## src/rtl/led_anim_scheduler.sv

```systemverilog
// led_anim_scheduler
//   Shares one 10-LED bar between two players' fire results. Each player
//   requests a single effect (MISS / HIT / SINK). The block picks one
//   requester round-robin, plays that effect's frame sequence with every
//   frame held for STEP_TICKS clocks, and then blanks the bar for another
//   STEP_TICKS clocks before it accepts the next request.
//
//   Optional feature macro: LED_ANIM_SINK_PRIO_EN
//     When defined, a SINK request beats a non-SINK request on contention.
//     The round-robin pointer still moves past the winner.
//     When undefined, arbitration is pure round-robin.
//
// Ports
//   clk        in   1        system clock, all logic on posedge
//   reset      in   1        synchronous active-high reset
//   req        in   2        request per player, [0]=P1 [1]=P2, held until ack
//   effect_p1  in   2        00 MISS, 01 HIT, 10 SINK, 11 treated as HIT
//   effect_p2  in   2        same encoding as effect_p1
//   ack        out  2        one-cycle grant pulse per player
//   busy       out  1        high while playing or in the blank gap
//   owner      out  1        player whose effect is (or was last) playing
//   led        out  NUM_LED  registered LED bar drive
module led_anim_scheduler #(
    parameter int STEP_TICKS = 25_000_000,
    parameter int NUM_LED    = 10
) (
    input  logic               clk,
    input  logic               reset,
    input  logic [1:0]         req,
    input  logic [1:0]         effect_p1,
    input  logic [1:0]         effect_p2,
    output logic [1:0]         ack,
    output logic               busy,
    output logic               owner,
    output logic [NUM_LED-1:0] led
);

    // A single-cycle step still needs a one-bit counter to keep widths legal.
    localparam int TW = (STEP_TICKS > 1) ? $clog2(STEP_TICKS) : 1;
    localparam logic [TW-1:0] TICK_LAST = TW'(STEP_TICKS - 1);

    localparam logic [1:0] EFF_MISS = 2'b00;
    localparam logic [1:0] EFF_SINK = 2'b10;

    typedef enum logic [1:0] {
        S_IDLE = 2'd0,
        S_PLAY = 2'd1,
        S_GAP  = 2'd2
    } state_t;

    state_t             state, state_n;
    logic [TW-1:0]      tick, tick_n;
    logic [3:0]         frame, frame_n;
    logic [1:0]         eff, eff_n;
    logic               rr, rr_n;
    logic [NUM_LED-1:0] led_n;
    logic [1:0]         ack_n;
    logic               busy_n;
    logic               owner_n;

    logic               grant_id;
    logic [1:0]         grant_eff;
    logic               tick_wrap;
    logic               frame_last;

    // Index of the final frame for a latched effect.
    function automatic logic [3:0] last_index(input logic [1:0] e);
        if (e == EFF_MISS)      last_index = 4'd3;
        else if (e == EFF_SINK) last_index = 4'd10;
        else                    last_index = 4'd6;
    endfunction

    // Frame ROM. SINK shares HIT's first seven frames, so only MISS needs
    // its own table; HIT never reaches indices above 6.
    function automatic logic [NUM_LED-1:0] frame_rom(input logic [1:0] e,
                                                     input logic [3:0] idx);
        logic [NUM_LED-1:0] f;
        f = '0;
        if (e == EFF_MISS) begin
            f = idx[0] ? 10'b0000000000 : 10'b0000110000;
        end else begin
            case (idx)
                4'd0:    f = 10'b0000110000;
                4'd1:    f = 10'b0011111100;
                4'd2:    f = 10'b0111001110;
                4'd3:    f = 10'b1110000111;
                4'd4:    f = 10'b1100000011;
                4'd5:    f = 10'b1000000001;
                4'd7:    f = 10'b1111111111;
                4'd9:    f = 10'b1111111111;
                default: f = 10'b0000000000;
            endcase
        end
        frame_rom = f;
    endfunction

    assign tick_wrap  = (tick == TICK_LAST);
    assign frame_last = (frame == last_index(eff));

    // Arbitration: a lone requester wins; on contention the rr pointer
    // decides, optionally overridden by SINK priority.
    always_comb begin
        grant_id = 1'b0;
        if (req[0] && req[1]) begin
            grant_id = rr;
`ifdef LED_ANIM_SINK_PRIO_EN
            if ((effect_p1 == EFF_SINK) && (effect_p2 != EFF_SINK))
                grant_id = 1'b0;
            else if ((effect_p2 == EFF_SINK) && (effect_p1 != EFF_SINK))
                grant_id = 1'b1;
`endif
        end else if (req[1]) begin
            grant_id = 1'b1;
        end
    end

    assign grant_eff = grant_id ? effect_p2 : effect_p1;

    // State register and registered outputs.
    always_ff @(posedge clk) begin
        if (reset) begin
            state <= S_IDLE;
            tick  <= '0;
            frame <= '0;
            eff   <= EFF_MISS;
            rr    <= 1'b0;
            led   <= '0;
            ack   <= 2'b00;
            busy  <= 1'b0;
            owner <= 1'b0;
        end else begin
            state <= state_n;
            tick  <= tick_n;
            frame <= frame_n;
            eff   <= eff_n;
            rr    <= rr_n;
            led   <= led_n;
            ack   <= ack_n;
            busy  <= busy_n;
            owner <= owner_n;
        end
    end

    // Next-state logic.
    always_comb begin
        state_n = state;
        case (state)
            S_IDLE: if (|req) state_n = S_PLAY;
            S_PLAY: if (tick_wrap && frame_last) state_n = S_GAP;
            S_GAP:  if (tick_wrap) state_n = S_IDLE;
            default: state_n = S_IDLE;
        endcase
    end

    // Output and datapath next values.
    always_comb begin
        tick_n  = tick;
        frame_n = frame;
        eff_n   = eff;
        rr_n    = rr;
        led_n   = led;
        ack_n   = 2'b00;
        busy_n  = busy;
        owner_n = owner;
        case (state)
            S_IDLE: begin
                led_n  = '0;
                busy_n = 1'b0;
                if (|req) begin
                    ack_n[grant_id] = 1'b1;
                    owner_n = grant_id;
                    rr_n    = ~grant_id;
                    eff_n   = grant_eff;
                    tick_n  = '0;
                    frame_n = '0;
                    led_n   = frame_rom(grant_eff, 4'd0);
                    busy_n  = 1'b1;
                end
            end
            S_PLAY: begin
                if (tick_wrap) begin
                    tick_n = '0;
                    if (frame_last) begin
                        led_n = '0;
                    end else begin
                        frame_n = frame + 4'd1;
                        led_n   = frame_rom(eff, frame + 4'd1);
                    end
                end else begin
                    tick_n = tick + 1'b1;
                end
            end
            S_GAP: begin
                led_n = '0;
                if (tick_wrap) begin
                    tick_n = '0;
                    busy_n = 1'b0;
                end else begin
                    tick_n = tick + 1'b1;
                end
            end
            default: begin
                led_n  = '0;
                busy_n = 1'b0;
            end
        endcase
    end

endmodule

```

## config.mk

```make
export PLATFORM = sky130hd
export DESIGN_NAME = led_anim_scheduler
export DESIGN_NICKNAME = d
export VERILOG_FILES = /design/src/rtl/led_anim_scheduler.sv
export SDC_FILE = /design/constraint.sdc
export NUM_CORES = 1
export LEC_CHECK = 0
export CORE_ASPECT_RATIO = 1.5
export CORE_MARGIN = 2
export CORE_UTILIZATION = 45
export CTS_CLUSTER_DIAMETER = 120
export CTS_CLUSTER_SIZE = 20
export DETAILED_ROUTE_END_ITERATION = 10
export GPL_ROUTABILITY_DRIVEN = 1
export PLACE_DENSITY_LB_ADDON = 0.3
export SLEW_MARGIN = 20
export SYNTH_ARGS = -nofsm -noshare
export SYNTH_HDL_FRONTEND = slang
export SYNTH_SLANG_ARGS = --single-unit
```

## constraint.sdc

```tcl
create_clock -name clk -period 3 [get_ports clk]
set_input_delay 0.75 -clock clk [delete_from_list [all_inputs] [get_ports clk]]
set_output_delay 0.75 -clock clk [all_outputs]
set_load 0.02 [all_outputs]
```

==> out/qor.yml <==
hold-path-endpoint: "owner$_SDFFE_PP0P_"
cellPowerDensity_nw_per_um2: 524
routed_via_density: 5.72
overflow: 0
htreeDepth: 2
synth-edff-count: 0
criticalPathCategory: "in -> reg"
post_cts_buffers: 0
critPathMaxFanout: 7
multi_input_area_um2: 1450
rsz0062_at_grt: "false"
antenna_found_initial: 0
crit_family: "simple AND/OR/NAND/NOR gates"
clock_latency_ps: 310
synth_top_area_share_pct: 35.2
status: "finished clean"
grt_pass1_wl_mm: 9.31
clock_skew_ps: 9.24
r2r_cells: 8
timing.fmax_mhz: 400
clk_pin_slew_ps: 90
dr.pass1.iters: 4
setup-tns-final_ps: 0
start_kind: "input port"
async_flop_share_pct: 0
register_area_um2: 861
ys_seq_area_share_pct: 35.2
yosys-top-cells-area: "dfxtp_1, nor2_1, o21ai_0, ha_1, xor2_1"
finalCriticalPeriod_ps: 2500
yosysWarnings: 0
wl_per_cell_um: 14.0
cap_violations: 0
ys_ff_latch: 43
drtIter0Drc: 184
cts_max_path_buffers: 2
grt_max_degree: 23
final_hold_viol_count: 0
crit_path_cell_trace: "clkdlybuf4s50_1 > or3b_1 > o21ai_2 > nor2_2 > nand2_1 > or4b_2 > a21oi_1"
grt_pass1_vias: 2100
drv_slew: 0
fin_util_pct: 54.0
nets: 331
worst_slew_pin_slew_ps: 636
synthCells: 300
die_y_um: 94.3
dieArea_um2: 6050
core_um2: 5200
diodes: 0
route.detailed.drc: 0
synth_ff_type: "dfxtp_1"
reg2reg_from: "state[0]$_SDFFE_PP0P_"
place.gp.congestion: 0.934
period_share_pct: 83.4
slew_headroom_pct: 57.2
p_leak_uw: 0.00100
ctsResizeCount: 0
hp-class: "reg -> reg"
syn_nets: 315
die_w_um: 64.2
fill_cells: 530
min_delay_path_depth: 2
io_pins: 22
ant_nets: 0
cts_root_buf: "clkbuf_8"
required_ps: 3230
cts_sinks: 43
rr_endpoint: "tick[7]$_SDFFE_PP0P_"
syn_area_um2: 2440
worst-path-stages: 7
slowest_stage: "or4b_2"
via_count: 2204
holdBufCountCts: 0
end_kind: "register"
placement_rows: 32
cpPeakStageDelay_ps: 620
setup_viol: 0
min_from: "owner$_SDFFE_PP0P_"
cp.buffers_inverters: 1
numCtsBuffers: 5
rrSetupSlack_ps: 710
critical_path_arrival_ps: 2740
grt.total_usage_pct: 19.5
syn-mean-instance-area_um2: 8.15
yosys.area.top_type: "dfxtp_1"
port_buffers: 21
syn_to_final_growth_pct: 14.9
drt-total-wl_mm: 5.38
yosys.cell_types.count: 52
initial_utilization_pct: 47.0
max-vdd-ir-drop_mv: 0.313
cts_tree: "built"
layout-drive-gt1-share_pct: 7.89
hpwl_mm: 3.99
[metal layers]
layer  wire length, um  share of wire [%]  GRT usage [%]  up-vias
li1                  -                  -              -     1116
met1              2190                 41           21.1     1032
met2              2920                 54           36.0       45
met3               155                2.9           3.72       11
met4               117                2.2           8.69        0
met5                 0                  0              0        -
[cell usage in the layout, fill, tap and decap left out, types with 9 or more instances in the layout]
cell type,instances
dfxtp_1,43
nand2_1,15
a21oi_1,12
clkdlybuf4s50_1,21
xor2_1,10
nand3_1,13
buf_4,9
o21ai_0,28
a31oi_1,9
nor2_1,43
[cells in the mapped netlist, drive strengths merged (3+ instances only)]
cell type and n:
a32oi 4, nand4 9, nand2b 5, nand2 15, or3 3, a211oi 4
nand3 13, nand4b 3, a32o 3, a31oi 9, and2 4, nor3 6
xor2 10, inv 7, nor2b 3, nor3b 4, o21ai 29, ha 7
buf 12, dfxtp 43, and3 6, clkbuf 9, mux2i 5, a21oi 12
xnor2 5, a22oi 3, nor2 44
[power breakdown]
| group | internal (uW) | switching [uW] |
|---|---|---|
| Sequential | 601 | 24.8 |
| Combinational | 150 | 229 |
| Clock | 248 | 217 |
[per-stage QoR]
step           area, um2  hold WS [ps]  setup slack, ps  total power, uW  std cells
6_report            2810           461              497             1470        385
5_1_grt             2810           493              390             1550        385
4_1_cts             2810           469              505             1480        385
3_5_place_dp        2700           456              205             1020        377
3_3_place_gp        2700           444              247             1010        377
2_1_floorplan       2440           431              729              898        300
[worst min-delay path: stages, from the launching register on]
cell and delay, ps:
dfxtp_1 320, nand2_1 50, a21oi_1 50
[cells by family after synthesis]
family,synth area share [%]
xor gates and xnor gates,5.37
and+or+nand+nor,27.2
muxes,2.05
adders and majority gates,3.58
DFF,35.2
buffers and inverters,5.58
AOI/OAI and AO/OA,21.0
[sequential cells by signal, indices dropped and copies added, names as in the netlist]
register,count
frame,4
owner,1
ack,2
led,5
eff,2
busy,1
state,2
rr,1
tick,25
[worst max path at each step]
stage | from | end | slack (ps)
detailed placement | req[1] | tick[7]$_SDFFE_PP0P_ | 200
global route | req[1] | tick[7]$_SDFFE_PP0P_ | 390
global placement | req[1] | tick[7]$_SDFFE_PP0P_ | 250
CTS | req[1] | tick[7]$_SDFFE_PP0P_ | 510
floorplan | req[0] | tick[7]$_SDFFE_PP0P_ | 730
finish | req[1] | tick[7]$_SDFFE_PP0P_ | 500
[area by class of cell]
cell class	count	area share, %
Clock buffer	5	2.45
Clock inverter	3	1.56
Inverter	7	0.935
Multi-Input combinational cell	229	51.5
Sequential cell	43	30.6
Tap cell	68	3.03
Timing Repair Buffer	30	9.88
No activity file was read; power rests on OpenSTA's default activity.
